[config.mk]
export PLATFORM = sky130hd
export DESIGN_NAME = combat_arbiter
export DESIGN_NICKNAME = d
export VERILOG_FILES = /design/src/rtl/combat_pkg.sv /design/src/rtl/fighter_timer.sv /design/src/rtl/combat_arbiter.sv
export SDC_FILE = /design/constraint.sdc
export NUM_CORES = 1
export LEC_CHECK = 0
export ABC_AREA = 1
export BUFFER_PORTS_ARGS = -buffer_cell sky130_fd_sc_hd__buf_2
export CAP_MARGIN = 20
export CORE_ASPECT_RATIO = 1.1
export CORE_MARGIN = 3
export CORE_UTILIZATION = 60
export CTS_BUF_LIST = sky130_fd_sc_hd__clkbuf_2 sky130_fd_sc_hd__clkbuf_4 sky130_fd_sc_hd__clkbuf_8
export DETAILED_ROUTE_END_ITERATION = 10
export GPL_TIMING_DRIVEN = 0
export PLACE_DENSITY = 0.82
export SYNTH_ARGS = -nofsm -noshare
export SYNTH_HDL_FRONTEND = slang
export SYNTH_HIERARCHICAL = 1
export SYNTH_SLANG_ARGS = --single-unit
[constraint.sdc]
create_clock -name Clk -period 4.9 [get_ports Clk]
set_input_delay 0.49 -clock Clk [delete_from_list [all_inputs] [get_ports Clk]]
set_output_delay 0.49 -clock Clk [all_outputs]
set_load 0.01 [all_outputs]
[src/rtl/combat_pkg.sv]
// Shared types and constants for the two-fighter combat arbiter.
// Contents: FSM state enum, attack-kind enum, default damage values,
//   counter/health widths and the dmg_of() damage helper.
package combat_pkg;

  typedef enum logic [1:0] {
    IDLE,
    FIGHT,
    RESOLVE,
    KO
  } state_e;

  typedef enum logic [1:0] {
    NONE,
    PUNCH,
    KICK
  } atk_e;

  localparam int DEF_PUNCH_DMG   = 5;
  localparam int DEF_KICK_DMG    = 10;
  localparam int DEF_BLOCK_SHIFT = 2;
  localparam int HP_W            = 8;
  localparam int CNT_W           = 8;

  // Damage dealt by one attack; a blocked attack is reduced by a right shift.
  // The trailing arguments let a parameterised instance override the defaults.
  function automatic logic [HP_W-1:0] dmg_of(
    input atk_e kind,
    input logic blocked,
    input int   punch_dmg   = DEF_PUNCH_DMG,
    input int   kick_dmg    = DEF_KICK_DMG,
    input int   block_shift = DEF_BLOCK_SHIFT
  );
    logic [HP_W-1:0] raw;
    case (kind)
      PUNCH:   raw = HP_W'(punch_dmg);
      KICK:    raw = HP_W'(kick_dmg);
      default: raw = '0;
    endcase
    return blocked ? (raw >> block_shift) : raw;
  endfunction

endpackage

[src/rtl/fighter_timer.sv]
// Per-fighter attack cooldown and hit-stun counters.
// Latency: counters step on the RESOLVE cycle; o_ready is combinational from the
//   already-decremented values so a counter expiring this frame allows a launch.
// Ports: i_clk/i_rst_n, i_clr (hold at zero), i_step (one frame step), i_launch
//   (reload cooldown), i_stun_hit (reload stun), o_ready, o_stun.
module fighter_timer
  import combat_pkg::*;
#(
  parameter int COOLDOWN_FRAMES = 20,
  parameter int STUN_FRAMES     = 12
) (
  input  logic i_clk,
  input  logic i_rst_n,
  input  logic i_clr,
  input  logic i_step,
  input  logic i_launch,
  input  logic i_stun_hit,
  output logic o_ready,
  output logic o_stun
);

  logic [CNT_W-1:0] r_cd;
  logic [CNT_W-1:0] r_stun;
  logic [CNT_W-1:0] w_cd_dec;
  logic [CNT_W-1:0] w_stun_dec;

  assign w_cd_dec   = (r_cd   != '0) ? r_cd   - CNT_W'(1) : '0;
  assign w_stun_dec = (r_stun != '0) ? r_stun - CNT_W'(1) : '0;
  assign o_ready    = (w_cd_dec == '0) && (w_stun_dec == '0);
  assign o_stun     = (r_stun != '0);

  always_ff @(posedge i_clk or negedge i_rst_n) begin
    if (!i_rst_n) begin
      r_cd   <= '0;
      r_stun <= '0;
    end else if (i_clr) begin
      r_cd   <= '0;
      r_stun <= '0;
    end else if (i_step) begin
      r_cd   <= i_launch   ? CNT_W'(COOLDOWN_FRAMES) : w_cd_dec;
      r_stun <= i_stun_hit ? CNT_W'(STUN_FRAMES)     : w_stun_dec;
    end
  end

endmodule

[src/rtl/combat_arbiter.sv]
// Per-frame hit resolution: launch/range/damage/KO for the two fighters.
// Latency: vsync rise -> tick after 3 Clk -> RESOLVE -> outputs update 5 Clk after vsync.
// Ports: Clk, reset_rtl_0 (async low), vsync, fighting, per-fighter action flags and
//   facing edges in; health, death, stun and hit_pulse out.
module combat_arbiter
  import combat_pkg::*;
#(
  parameter int HEALTH_MAX      = 100,
  parameter int PUNCH_DMG       = DEF_PUNCH_DMG,
  parameter int KICK_DMG        = DEF_KICK_DMG,
  parameter int BLOCK_SHIFT     = DEF_BLOCK_SHIFT,
  parameter int REACH           = 16,
  parameter int COOLDOWN_FRAMES = 20,
  parameter int STUN_FRAMES     = 12
) (
  input  logic            Clk,
  input  logic            reset_rtl_0,
  input  logic            vsync,
  input  logic            fighting,
  input  logic            punchL,
  input  logic            kickL,
  input  logic            blockL,
  input  logic            punchR,
  input  logic            kickR,
  input  logic            blockR,
  input  logic [9:0]      edgeL_R,
  input  logic [9:0]      edgeR_L,
  output logic [HP_W-1:0] healthL,
  output logic [HP_W-1:0] healthR,
  output logic            deathL,
  output logic            deathR,
  output logic            stunL,
  output logic            stunR,
  output logic [1:0]      hit_pulse
);

  // vsync synchroniser and registered rising-edge tick
  logic r_vs_meta, r_vs_sync, r_vs_prev, r_tick;

  always_ff @(posedge Clk or negedge reset_rtl_0) begin
    if (!reset_rtl_0) begin
      r_vs_meta <= 1'b0;
      r_vs_sync <= 1'b0;
      r_vs_prev <= 1'b0;
      r_tick    <= 1'b0;
    end else begin
      r_vs_meta <= vsync;
      r_vs_sync <= r_vs_meta;
      r_vs_prev <= r_vs_sync;
      r_tick    <= r_vs_sync & ~r_vs_prev;
    end
  end

  state_e r_state, w_next;
  logic [HP_W-1:0] r_hpL, r_hpR, w_hpL_nxt, w_hpR_nxt, w_dmgL, w_dmgR;
  logic r_deathL, r_deathR, r_prevL, r_prevR;
  logic [1:0] r_hit;
  logic w_commit, w_clr;
  logic w_riseL, w_riseR, w_readyL, w_readyR, w_launchL, w_launchR, w_hitL, w_hitR;
  logic w_in_range;
  logic signed [10:0] w_gap;
  atk_e w_kindL, w_kindR;

  // Dropping 'fighting' mid-RESOLVE aborts the commit along with the return to IDLE.
  assign w_commit = (r_state == RESOLVE) && fighting;
  assign w_clr    = (r_state == IDLE);

  assign w_kindL = kickL ? KICK : (punchL ? PUNCH : NONE);
  assign w_kindR = kickR ? KICK : (punchR ? PUNCH : NONE);
  assign w_riseL = (punchL | kickL) & ~r_prevL;
  assign w_riseR = (punchR | kickR) & ~r_prevR;

  // Unsigned edges widened by a zero MSB so overlap yields a negative gap.
  assign w_gap      = $signed({1'b0, edgeR_L}) - $signed({1'b0, edgeL_R});
  assign w_in_range = (w_gap <= $signed(11'(REACH)));

  assign w_launchL = w_commit & w_riseL & w_readyL;
  assign w_launchR = w_commit & w_riseR & w_readyR;
  assign w_hitL    = w_launchL & w_in_range;
  assign w_hitR    = w_launchR & w_in_range;

  // Both sides resolve against pre-RESOLVE health, so simultaneous hits trade.
  assign w_dmgR    = w_hitL ? dmg_of(w_kindL, blockR, PUNCH_DMG, KICK_DMG, BLOCK_SHIFT) : '0;
  assign w_dmgL    = w_hitR ? dmg_of(w_kindR, blockL, PUNCH_DMG, KICK_DMG, BLOCK_SHIFT) : '0;
  assign w_hpL_nxt = (r_hpL > w_dmgL) ? r_hpL - w_dmgL : '0;
  assign w_hpR_nxt = (r_hpR > w_dmgR) ? r_hpR - w_dmgR : '0;

  fighter_timer #(.COOLDOWN_FRAMES(COOLDOWN_FRAMES), .STUN_FRAMES(STUN_FRAMES)) u_timer_l (
    .i_clk(Clk), .i_rst_n(reset_rtl_0), .i_clr(w_clr), .i_step(w_commit),
    .i_launch(w_launchL), .i_stun_hit(w_hitR & ~blockL),
    .o_ready(w_readyL), .o_stun(stunL)
  );

  fighter_timer #(.COOLDOWN_FRAMES(COOLDOWN_FRAMES), .STUN_FRAMES(STUN_FRAMES)) u_timer_r (
    .i_clk(Clk), .i_rst_n(reset_rtl_0), .i_clr(w_clr), .i_step(w_commit),
    .i_launch(w_launchR), .i_stun_hit(w_hitL & ~blockR),
    .o_ready(w_readyR), .o_stun(stunR)
  );

  always_ff @(posedge Clk or negedge reset_rtl_0) begin
    if (!reset_rtl_0) r_state <= IDLE;
    else              r_state <= w_next;
  end

  always_comb begin
    w_next = r_state;
    case (r_state)
      IDLE:    if (fighting) w_next = FIGHT;
      FIGHT:   if (r_tick) w_next = RESOLVE;
      RESOLVE: w_next = ((w_hpL_nxt == '0) || (w_hpR_nxt == '0)) ? KO : FIGHT;
      KO:      w_next = KO;
      default: w_next = IDLE;
    endcase
    if (!fighting) w_next = IDLE;
  end

  always_ff @(posedge Clk or negedge reset_rtl_0) begin
    if (!reset_rtl_0) begin
      r_hpL    <= HP_W'(HEALTH_MAX);
      r_hpR    <= HP_W'(HEALTH_MAX);
      r_deathL <= 1'b0;
      r_deathR <= 1'b0;
      r_prevL  <= 1'b0;
      r_prevR  <= 1'b0;
      r_hit    <= 2'b00;
    end else begin
      r_hit <= 2'b00;
      if (r_state == IDLE) begin
        r_hpL    <= HP_W'(HEALTH_MAX);
        r_hpR    <= HP_W'(HEALTH_MAX);
        r_deathL <= 1'b0;
        r_deathR <= 1'b0;
      end else if (w_commit) begin
        r_hpL    <= w_hpL_nxt;
        r_hpR    <= w_hpR_nxt;
        r_deathL <= r_deathL | (w_hpL_nxt == '0);
        r_deathR <= r_deathR | (w_hpR_nxt == '0);
        r_hit    <= {w_hitR, w_hitL};
        r_prevL  <= punchL | kickL;
        r_prevR  <= punchR | kickR;
      end
    end
  end

  assign healthL   = r_hpL;
  assign healthR   = r_hpR;
  assign deathL    = r_deathL;
  assign deathR    = r_deathR;
  assign hit_pulse = r_hit;

endmodule

# [Word-level counts from Yosys, hierarchy flattened]
# Index checks and enable logic that the tools add are counted.
[totals] wordCells=114 out_inout_bits=22 input_bits=30 reg_bits=60
[op_classes] bitwise_logic=21 n_reduce_logical=17 magnitude_cmp=3 muxes=42 add_sub_neg=7 n_eq_ne=8
[ops] cell="$mux W8" count=26
[ops] cell="$logic_not A8 Y1" count=6
[ops] cell="$reduce_bool A8 Y1" count=4
[ops] cell="$sub A8 B1 Y8 const B" count=4
[ops] cell="$gt A8 B8 Y1" count=2
[ops] cell="$pmux W4 S2" count=2
[ops] cell="$sub A8 B8 Y8" count=2
[ops] cell="$mux W2" count=7
[ops] cell="$and A1 B1 Y1" count=11
[ops] cell="$le A11 B6 Y1 const B" count=1
[ops] cell="$sub A10 B10 Y11" count=1
[ops] cell="$eq A2 B2 Y1 const B" count=4
[ops] cell="$pmux W2 S4" count=1
[ops] cell="$eq A2 B1 Y1 const B" count=3
[ops] cell="$mux W1" count=6
[ops] cell="$not A1 Y1" count=6
[ops] cell="$or A1 B1 Y1" count=4
[ops] cell="$logic_and A1 B1 Y1" count=3
[ops] cell="$ne A3 B3 Y1 const B" count=1
[ops] cell="$logic_not A2 Y1" count=1
[ops] cell="$reduce_and A2 Y1" count=1
[ops] cell="$reduce_bool A2 Y1" count=1
[ops] cell="$logic_or A1 B1 Y1" count=1

# [Logic depth before layout (Yosys ltp)]
# Gate-level depths: netlist (run 1).
[depth] depth_word=14 mapped_depth=32 mapped_depth_nobuf=32

# [Cells and area by module]
# The synthesis (run 1) kept the hierarchy.
[modules_own_cells] mod="combat_arbiter" seq_area_each_um2=708.2 cells_per_inst=330 area_per_inst_um2=2316.0 instances=1
[modules_own_cells] mod="fighter_timer at u_timer_r" seq_area_each_um2=400.4 cells_per_inst=161 area_per_inst_um2=1084.8 instances=1
[modules_own_cells] mod="fighter_timer at u_timer_l" seq_area_each_um2=400.4 cells_per_inst=155 area_per_inst_um2=1081.0 instances=1

# [Worst setup path before layout (run 1)]
# OpenSTA, ideal clock, no wires.
[synth_timing] path_type="input to register" from="in edgeL_R[2]" to="reg r_state[1]" slack_ns=1.509 required_time_ns=4.837 setup_ns=0.063 stages=28 arrival_ns=3.328 n_path_buf=0 path_cell_list="inv_1 > ha_1 > or2_4 > nand3_2 > nand2_1 > nand2_1 > nand2_1 > xor2_1 > nand3_2 > nand2_4 > nand2_2 > nor2_1 > ha_1 > inv_1 > fa_1 > nand2_1 > nand2_1 > nand2_1 > nand2_1 > nand2_1 > nand2_2 > nand3_1 > nand3_1 > nor2_1 > nand2_1 > nand3_1 > nand2_1 > inv_1"
[synth_between] elab_chain_len=11 word_cells_on_any_way=18 cone_classes="add/sub (3); order compare (3); mux (7); bitwise (2); reduce/logical (3)"
[synth_rtl] element="from (decl)" line_no="combat_arbiter.sv:26" text="input logic [9:0] edgeL_R,"
[synth_rtl] element="$sub A10 B10 Y11 *" line_no="combat_arbiter.sv:74" text="assign w_gap = $signed({1'b0, edgeR_L}) - $signed({1'b0, edgeL_R});"
[synth_rtl] element="$le A11 B6 Y1 *" line_no="combat_arbiter.sv:75" text="assign w_in_range = (w_gap <= $signed(11'(REACH)));"
[synth_rtl] element="$and A1 B1 Y1 (on tied branches)" line_no="combat_arbiter.sv:80, combat_arbiter.sv:79"
[synth_rtl] element="$mux W8 (on tied branches)" line_no="combat_arbiter.sv:84, combat_arbiter.sv:83"
[synth_rtl] element="$sub A8 B8 Y8, or another cell as far along" line_no="combat_arbiter.sv:85" text="assign w_hpL_nxt = (r_hpL > w_dmgL) ? r_hpL - w_dmgL : '0;"
[synth_rtl] element="$mux W8 (on tied branches)" line_no="combat_arbiter.sv:85, combat_arbiter.sv:86"
[synth_rtl] element="$logic_not A8 Y1" line_no="combat_arbiter.sv:110" text="RESOLVE: w_next = ((w_hpL_nxt == '0) || (w_hpR_nxt == '0)) ? KO : FIGHT;"
[synth_rtl] element="$logic_or A1 B1 Y1 *" line_no="combat_arbiter.sv:110"
[synth_rtl] element="$mux W2 *" line_no="combat_arbiter.sv:110"
[synth_rtl] element="$pmux W2 S4 *" line_no="combat_arbiter.sv:107" text="case (r_state)"
[synth_rtl] element="$mux W2 *" line_no="combat_arbiter.sv:114" text="if (!fighting) w_next = IDLE;"
[synth_rtl] element="to (signal assigned)" line_no="combat_arbiter.sv:102" text="else r_state <= w_next;"
[synth_rtl] element="to (decl)" line_no="combat_arbiter.sv:54" text="state_e r_state, w_next;"
# Mark *: on every way between the ends. The rest lies on a longest branch, timed or not.
# A chain may end at the register's enable or synchronous reset.

# [Worst setup path after layout (run 1)]
[layout_timing] from="reg u_timer_r.r_stun[0]" to="reg r_state[1]"
[layout_between] elab_chain_len=14 word_cells_on_any_way=16 cone_classes="add/sub (2); order compare (1); mux (6); bitwise (2); reduce/logical (5)"
[layout_rtl] element="from (decl)" line_no="fighter_timer.sv:23" text="logic [CNT_W-1:0] r_stun;"
[layout_rtl] element="from (signal assigned)" line_no="fighter_timer.sv:41" text="r_stun <= i_stun_hit ? CNT_W'(STUN_FRAMES) : w_stun_dec;"
[layout_rtl] element="$sub A8 B1 Y8 / $reduce_bool A8 Y1 (equally long branches)" line_no="fighter_timer.sv:28" text="assign w_stun_dec = (r_stun != '0) ? r_stun - CNT_W'(1) : '0;"
[layout_rtl] element="$mux W8 *" line_no="fighter_timer.sv:28"
[layout_rtl] element="$logic_not A8 Y1 *" line_no="fighter_timer.sv:29" text="assign o_ready = (w_cd_dec == '0) && (w_stun_dec == '0);"
[layout_rtl] element="$logic_and A1 B1 Y1 *" line_no="fighter_timer.sv:29"
[layout_rtl] element="net w_readyR" line_no="combat_arbiter.sv:59" text="logic w_riseL, w_riseR, w_readyL, w_readyR, w_launchL, w_launchR, w_hitL, w_hitR;"
[layout_rtl] element="$and A1 B1 Y1 *" line_no="combat_arbiter.sv:78" text="assign w_launchR = w_commit & w_riseR & w_readyR;"
[layout_rtl] element="net w_launchR" line_no="combat_arbiter.sv:59"
[layout_rtl] element="$and A1 B1 Y1 *" line_no="combat_arbiter.sv:80" text="assign w_hitR = w_launchR & w_in_range;"
[layout_rtl] element="$mux W8 *" line_no="combat_arbiter.sv:84" text="assign w_dmgL = w_hitR ? dmg_of(w_kindR, blockL, PUNCH_DMG, KICK_DMG, BLOCK_SHIFT) : '0;"
[layout_rtl] element="$sub A8 B8 Y8 / $gt A8 B8 Y1 (equally long branches)" line_no="combat_arbiter.sv:85"
[layout_rtl] element="$mux W8 *" line_no="combat_arbiter.sv:85"
[layout_rtl] element="$logic_not A8 Y1 *" line_no="combat_arbiter.sv:110"
[layout_rtl] element="$logic_or A1 B1 Y1 *" line_no="combat_arbiter.sv:110"
[layout_rtl] element="$mux W2 *" line_no="combat_arbiter.sv:110"
[layout_rtl] element="$pmux W2 S4 *" line_no="combat_arbiter.sv:107"
[layout_rtl] element="$mux W2 *" line_no="combat_arbiter.sv:114"
# The timed path passes the listed nets; every way through them passes the cells marked *.

==> key figures, run 1 <==
Outcome
  • Status: complete, no violations

Worst setup path
  • Crit path from: u_timer_r/r_stun[0]
  • Crit Path Max Fanout: 8
  • Required @ worst endpoint: about 5200 ps
  • Delay of the slowest critical-path stage: roughly 390 ps
  • WP data arrival: 4330 ps
  • Buf/Inv on CP: 4
  • Worst Setup Start Kind: register
  • CP top delay family: simple AND/OR/NAND/NOR gates
  • Slowest CP cell: dfrtp_1
  • Worst R2R Start: u_timer_r/r_stun[0]
  • Crit end category: register
  • Most frequent CP cell: nand2_1
  • Crit path kind: reg -> reg

Final layout
  • N_diodes: 0
  • Share of layout cells above drive strength 1: 0.1667
  • Area Growth Syn to Fin: 12.98%
  • Fin nets: 767
  • Number of filler cells placed in the layout: 627
  • Utilization after layout: 0.7105
  • Non-Filler Cell Area, Final: between 0.005 and 0.006 mm^2

Clock network
  • Worst-path clk slew: roughly 80 ps
  • Number of clock sinks: 60
  • Hold buffers post-CTS: 0
  • Clock buffer depth: 2
  • H-tree levels: 3
  • CTS tree: done
  • Resized Gates After CTS: 0
  • # Post-CTS Setup Buffers: 0
  • Worst-Skew Late Latency: 350 ps
  • CTS Buf Count: 9
  • Clk root buf: clkbuf_8

Timing
  • RSZ-0062 raised after global routing: false
  • Setup TNS Final: 0 ps
  • Period Utilization, post-route: 0.8229
  • Tightest Pin Transition: about 700 ps
  • Finish-stage setup viols: 0
  • Final number of hold-violating endpoints: 0
  • Clk_skew: 7.568 ps
  • Slew headroom: 0.5389
  • Post-route minimum period: 4032 ps
  • Fmax: around 250 MHz
  • Slew Limit Fails: 0

Detailed routing
  • DRT Pass-1 Iters: 5
  • Routed Antenna Nets: 0
  • WL per Instance: between 10 and 15 um
  • DRC marker count from the first detailed-route iteration: 259
  • Vias per cell: ~5.5
  • DRC Markers: 0
  • Final wirelength: 10440 um
  • Vias after detailed routing: around 4400

Yosys
  • Syn avg cell area: ~6.9 um^2
  • Yosys top cell area share: 0.3015
  • Number of flops mapped to enable cells by yosys: 0
  • Gate Count Post-Synth: between 600 and 700
  • Yosys warns: 6
  • Top post-synthesis cells by area: dfrtp_1 30%, nand2_1 13%, inv_1 8.4%
  • Dominant synthesized flop cell: dfrtp_1
  • Biggest area consumer among synthesized cells: dfrtp_1
  • Post-synthesis instance area: approximately 0.0045 mm^2
  • Async set or reset register ratio after synthesis: 1.000
  • Synthesized net count: 704
  • Share of the yosys chip area belonging to registers: 0.3367
  • Yosys reg bits: 60
  • Post-synth cell types: 44

GRT
  • Number of antenna violations at the first check in global routing: 0
  • Vias in the first global route: 4128
  • Pin count of the biggest net entering global routing: 33
  • Total global-route track usage: 0.2588
  • Grt ovf: 0
  • First-pass GRT wire length: between 15000 and 20000 um

Power
  • P per Cell Area: ~220 mW/mm^2
  • Peak VDD IR: between 150 and 200 uV
  • Leakage: about 0.0028 uW
  • PnR Total Power: between 1000 and 1500 uW

Placed design
  • GPL Wtd Cong: a little over 0.9
  • Placed cell area: 0.004863 mm^2
  • # port buffers: ~50
  • Post-DP HPWL: between 8000 and 9000 um

Run
  • Max-Cap Viols: 0

Floorplanning
  • I/O pins: 52
  • CORE AREA: 0.007127 mm^2
  • Initial Util: 0.6289
  • Die Width: a little under 90 um
  • Die Area: ~0.0085 mm^2
  • Die height: just under 100 um
  • Std-Cell Rows: 32

Hold path
  • Worst hold path type: in -> async
-- final cells by class --
type	count	area [um^2]	area share
Buffer	5	18.77	0.003706
Clock buffer	9	123.9	0.02446
Clock inverter	7	76.32	0.01507
Inverter	111	419.2	0.08278
Multi-Input combinational cell	470	2535	0.5006
Sequential cell	60	1509	0.2980
Tap cell	85	106.4	0.02100
Timing Repair Buffer	52	275.3	0.05436
-- state kept, by name, indices dropped and copies added (netlist names) --
register	cells
r_tick	1
healthL	8
u_timer_r/r_cd	8
healthR	8
r_prevR	1
u_timer_r/r_stun	8
u_timer_l/r_cd	8
r_state	2
deathR	1
r_vs_meta	1
r_prevL	1
hit_pulse	2
deathL	1
r_vs_sync	1
u_timer_l/r_stun	8
r_vs_prev	1
-- synthesized netlist by cell type (11+ instances only) --
cell type  number
inv_1         100
nor2_1         73
ha_1           26
a21oi_1        21
o21ai_0        21
nand3_1        65
dfrtp_1        54
nand2_1       155
o21ai_1        11
nand4_1        11
nand2_2        11
o22ai_1        22
-- power breakdown --
group	internal (uW)	total [uW]	switching [uW]
Clock	237	461	224
Combinational	43.3	124	80.4
Sequential	502	505	2.99
-- per-layer routing --
layer,share of wire,track usage,up-vias
met5,0,0,-
met3,0.055,0.05877,18
met4,0.016,0.07674,0
met2,0.49,0.4318,120
li1,-,-,2235
met1,0.43,0.3306,2035
-- layout by cell type (no fill, tap or decap), types with 3 or more instances in the layout --
cell	instances
nand2_1	155
nor2_1	73
buf_2	51
nor2_2	6
nand2_2	11
o22ai_1	22
nand3_1	65
nor3_1	4
clkbuf_1	3
nand4_1	11
clkbuf_8	9
dfstp_2	6
nand3_2	4
nand2_4	3
inv_1	100
o32ai_1	4
xor2_1	3
dfrtp_1	54
o21ai_0	21
ha_1	26
inv_2	9
o21ai_1	11
a21oi_1	21
nor2_4	5
-- cells by family after synthesis --
kind of cell,Yosys count,share of synthesized area
xor+xnor,5,0.009773
fa+ha+maj,28,0.08152
flops,60,0.3367
simple gates,344,0.3509
compound gates,93,0.1234
buf+inv,116,0.09771
-- through the flow --
stage | setup slack [ps] | hold slack (ps) | std cells
6_report | 867.9 | 179.3 | 799
2_1_floorplan | 1509 | 194.4 | 646
4_1_cts | 925.1 | 205.1 | 799
3_5_place_dp | 949.6 | 338.6 | 783
3_3_place_gp | 1065 | 341.2 | 782
5_1_grt | 427.3 | 222.6 | 799
-- final timing paths --
| kind | to | slack (ps) | depth (start not counted) |
|---|---|---|---|
| max | r_state[1] | 870 | 30 |
| min | healthL[4] | 180 | 1 |
| max reg2reg | r_state[1] | 870 | 30 |
| min reg2reg | r_vs_sync | 360 | 0 |
| max in group asynchronous | healthL[2] | 4030 | 2 |
| min in group Clk | r_vs_meta | 240 | 1 |
-- worst reg2reg max path: cells and delay by family (launching register included) --
family,cells,cell delay [ps]
flip-flops,1,390
adder cells (fa/ha/maj),3,930
AND/OR/NAND/NOR,23,2340
buffers and inverters,4,310
Power figures use the tool's default switching activity.
==> run 2, diff against run 1 <==
- CORE_UTILIZATION: 60 -> 55
- PLACE_DENSITY: 0.82 -> 0.79
- clock period: 4.9 -> 3.7 ns (I/O delays scaled with it)
==> key figures, run 2 (synthesis gave the netlist of run 1 again) <==
Final layout
  • N_diodes: 0 (unchanged)
  • Commonest non-fill, non-tap cells in the layout: 142 x nand2_1, 88 x inv_1, 61 x nor2_1
  • Fin nets: 789 (+2.9%)
  • Area Growth Syn to Fin: 25.04%
  • Utilization after layout: 0.7297 (+0.01922)
  • Share of layout cells above drive strength 1: 0.2772 (+0.1105)
  • Commonest non-fill, non-tap cell in the layout: nand2_1
  • Finished Layout Cells: 841 (+5.3%)

Worst setup path
  • CP top delay family: simple AND/OR/NAND/NOR gates
  • Worst Setup Start Kind: register
  • WP data arrival: 3900 ps (-430 ps)
  • Crit end category: register
  • Delay of the slowest critical-path stage: 400 ps (about the same)
  • Buf/Inv on CP: 4 (unchanged)
  • Crit path kind: reg -> reg
  • Required @ worst endpoint: 3990 ps (-1210 ps)
  • Crit Path Max Fanout: 8 (unchanged)
  • Slowest CP cell: dfrtp_1

Clock network
  • Clk root buf: clkbuf_8
  • Number of clock sinks: 60 (unchanged)
  • Worst-path clk slew: 80 ps (about the same)
  • CTS Buf Count: 9 (unchanged)
  • Worst-Skew Late Latency: 350 ps (about the same)
  • CTS tree: done
  • Hold buffers post-CTS: 0 (unchanged)
  • Clock buffer depth: 2 (unchanged)
  • H-tree levels: 3 (unchanged)

Power
  • Sequential group share of total power: 0.464 (about the same)
  • P per Cell Area: 257.3 mW/mm^2 (+20%)
  • Peak VDD IR: 200.5 uV (+22%)
  • Leakage: 0.002983 uW (+6.6%)
  • Gate power share: 0.115 (about the same)
  • NetSw: 404.4 uW (+32%)
  • Clock power share: 0.421 (-0.002)
  • Sw Ratio: 0.2805 (-0.001632)
  • Int Pwr: 1037 uW (+33%)

Placed design
  • # port buffers: 51 (unchanged)
  • GPL Wtd Cong: 0.8847 (-3.3%)
  • Placed Instances: 803 (+2.6%)
  • Post-DP HPWL: 8092 um (about the same)

Timing
  • Period Utilization, post-route: 0.9753 (+0.1524)
  • Hold_ws: 91.55 ps (-87.79 ps)
  • Fmax: 277.1 MHz (+12%)
  • Tightest Pin Transition: 767.3 ps (+75.67 ps)
  • Clk_skew: 7.601 ps (+0.03302 ps)
  • Finish-stage setup viols: 0 (unchanged)
  • Slew Limit Fails: 0 (unchanged)
  • Post-route minimum period: 3609 ps (-423.5 ps)
  • RSZ-0062 raised after global routing: true
  • Slew headroom: 0.4885 (-0.05045)
  • Final number of hold-violating endpoints: 0 (unchanged)
  • Setup TNS Final: 0 ps (unchanged)

Detailed routing
  • Final wirelength: 11710 um (+12%)
  • DRC marker count from the first detailed-route iteration: 258 (-0.39%)
  • Routed Antenna Nets: 0 (unchanged)
  • Vias after detailed routing: 4667 (+5.9%)
  • Vias per cell: 5.549 (+0.59%)
  • DRC Markers: 0 (unchanged)
  • DRT Pass-1 Iters: 6 (+1)
  • WL per Instance: 13.92 um (+6.5%)

GRT
  • Number of antenna violations at the first check in global routing: 0 (unchanged)
  • Total global-route track usage: 0.2358 (-0.02304)
  • Grt ovf: 0 (unchanged)
  • First-pass GRT wire length: 17870 um (-1.1%)
  • Vias in the first global route: 4071 (-1.4%)
  • Pin count of the biggest net entering global routing: 33 (unchanged)

Run
  • Max-Cap Viols: 0 (unchanged)

Floorplanning
  • Std-Cell Rows: 33 (+3.1%)
  • Initial Util: 0.5836 (-0.04528)
  • Die Width: 92.07 um (+4.1%)
  • I/O pins: 52 (unchanged)
  • Die Area: 0.009269 mm^2 (+8.5%)
  • CORE AREA: 0.007680 mm^2 (+7.8%)
  • Die height: 100.7 um (+4.2%)

Outcome
  • Status: complete, no violations

Hold path
  • Worst hold path type: in -> async
[run 2: metal layers]
layer | up-vias | routed length, um | GRT usage
met2 | 157 | 5781 | 0.3983
met5 | - | 0 | 0
met4 | 0 | 174 | 0.07657
met1 | 2215 | 5106 | 0.3134
met3 | 18 | 643 | 0.03435
li1 | 2277 | - | -
[run 2: cell type report]
type | instances | area (um^2)
Buffer | 5 | 18.77
Timing Repair Buffer | 73 | 432.9
Fill cell | 635 | 2076
Tap cell | 105 | 131.4
Inverter | 111 | 424.2
Clock buffer | 9 | 123.9
Multi-Input combinational cell | 471 | 2888
Clock inverter | 7 | 75.07
Sequential cell | 60 | 1510
[run 2: repair_timing]
action	4_1_cts	5_1_grt
pin swaps	2	49
endpoints found under the setup margin	4	18
buffers inserted	1	20
resized for setup	10	86
cloned	0	1
[run 2: worst paths after layout]
kind | from | end | slack, ps | depth (start not counted)
setup / recovery | u_timer_r/r_stun[0] | r_state[1] | 90 | 30
hold / removal | reset_rtl_0 | u_timer_l/r_stun[6] | 90 | 1
setup reg to reg | u_timer_r/r_stun[0] | r_state[1] | 90 | 30
hold reg to reg | r_vs_meta | r_vs_sync | 360 | 0
max in group asynchronous | reset_rtl_0 | healthR[5] | 2920 | 2
min in group Clk | vsync | r_vs_meta | 120 | 1
[run 2: stage by stage]
stage / setup WS [ps] / area (um^2) / power [uW]
CTS: 19.20 / 5129 / 1451
detailed placement: -225.1 / 4888 / 845.8
floorplan: 352.4 / 4482 / 788.8
global route: -172.2 / 5604 / 1505
global placement: -165.8 / 4868 / 838.0
finish: 91.48 / 5604 / 1442
[run 2: power by group through the flow]
stage / Combinational [uW] / Clock (uW) / Sequential (uW)
finish: 167 / 607 / 669
global route: 192 / 643 / 670
CTS: 165 / 617 / 669
detailed placement: 165 / 0 / 681
global placement: 157 / 0 / 681
floorplan: 108 / 0 / 681
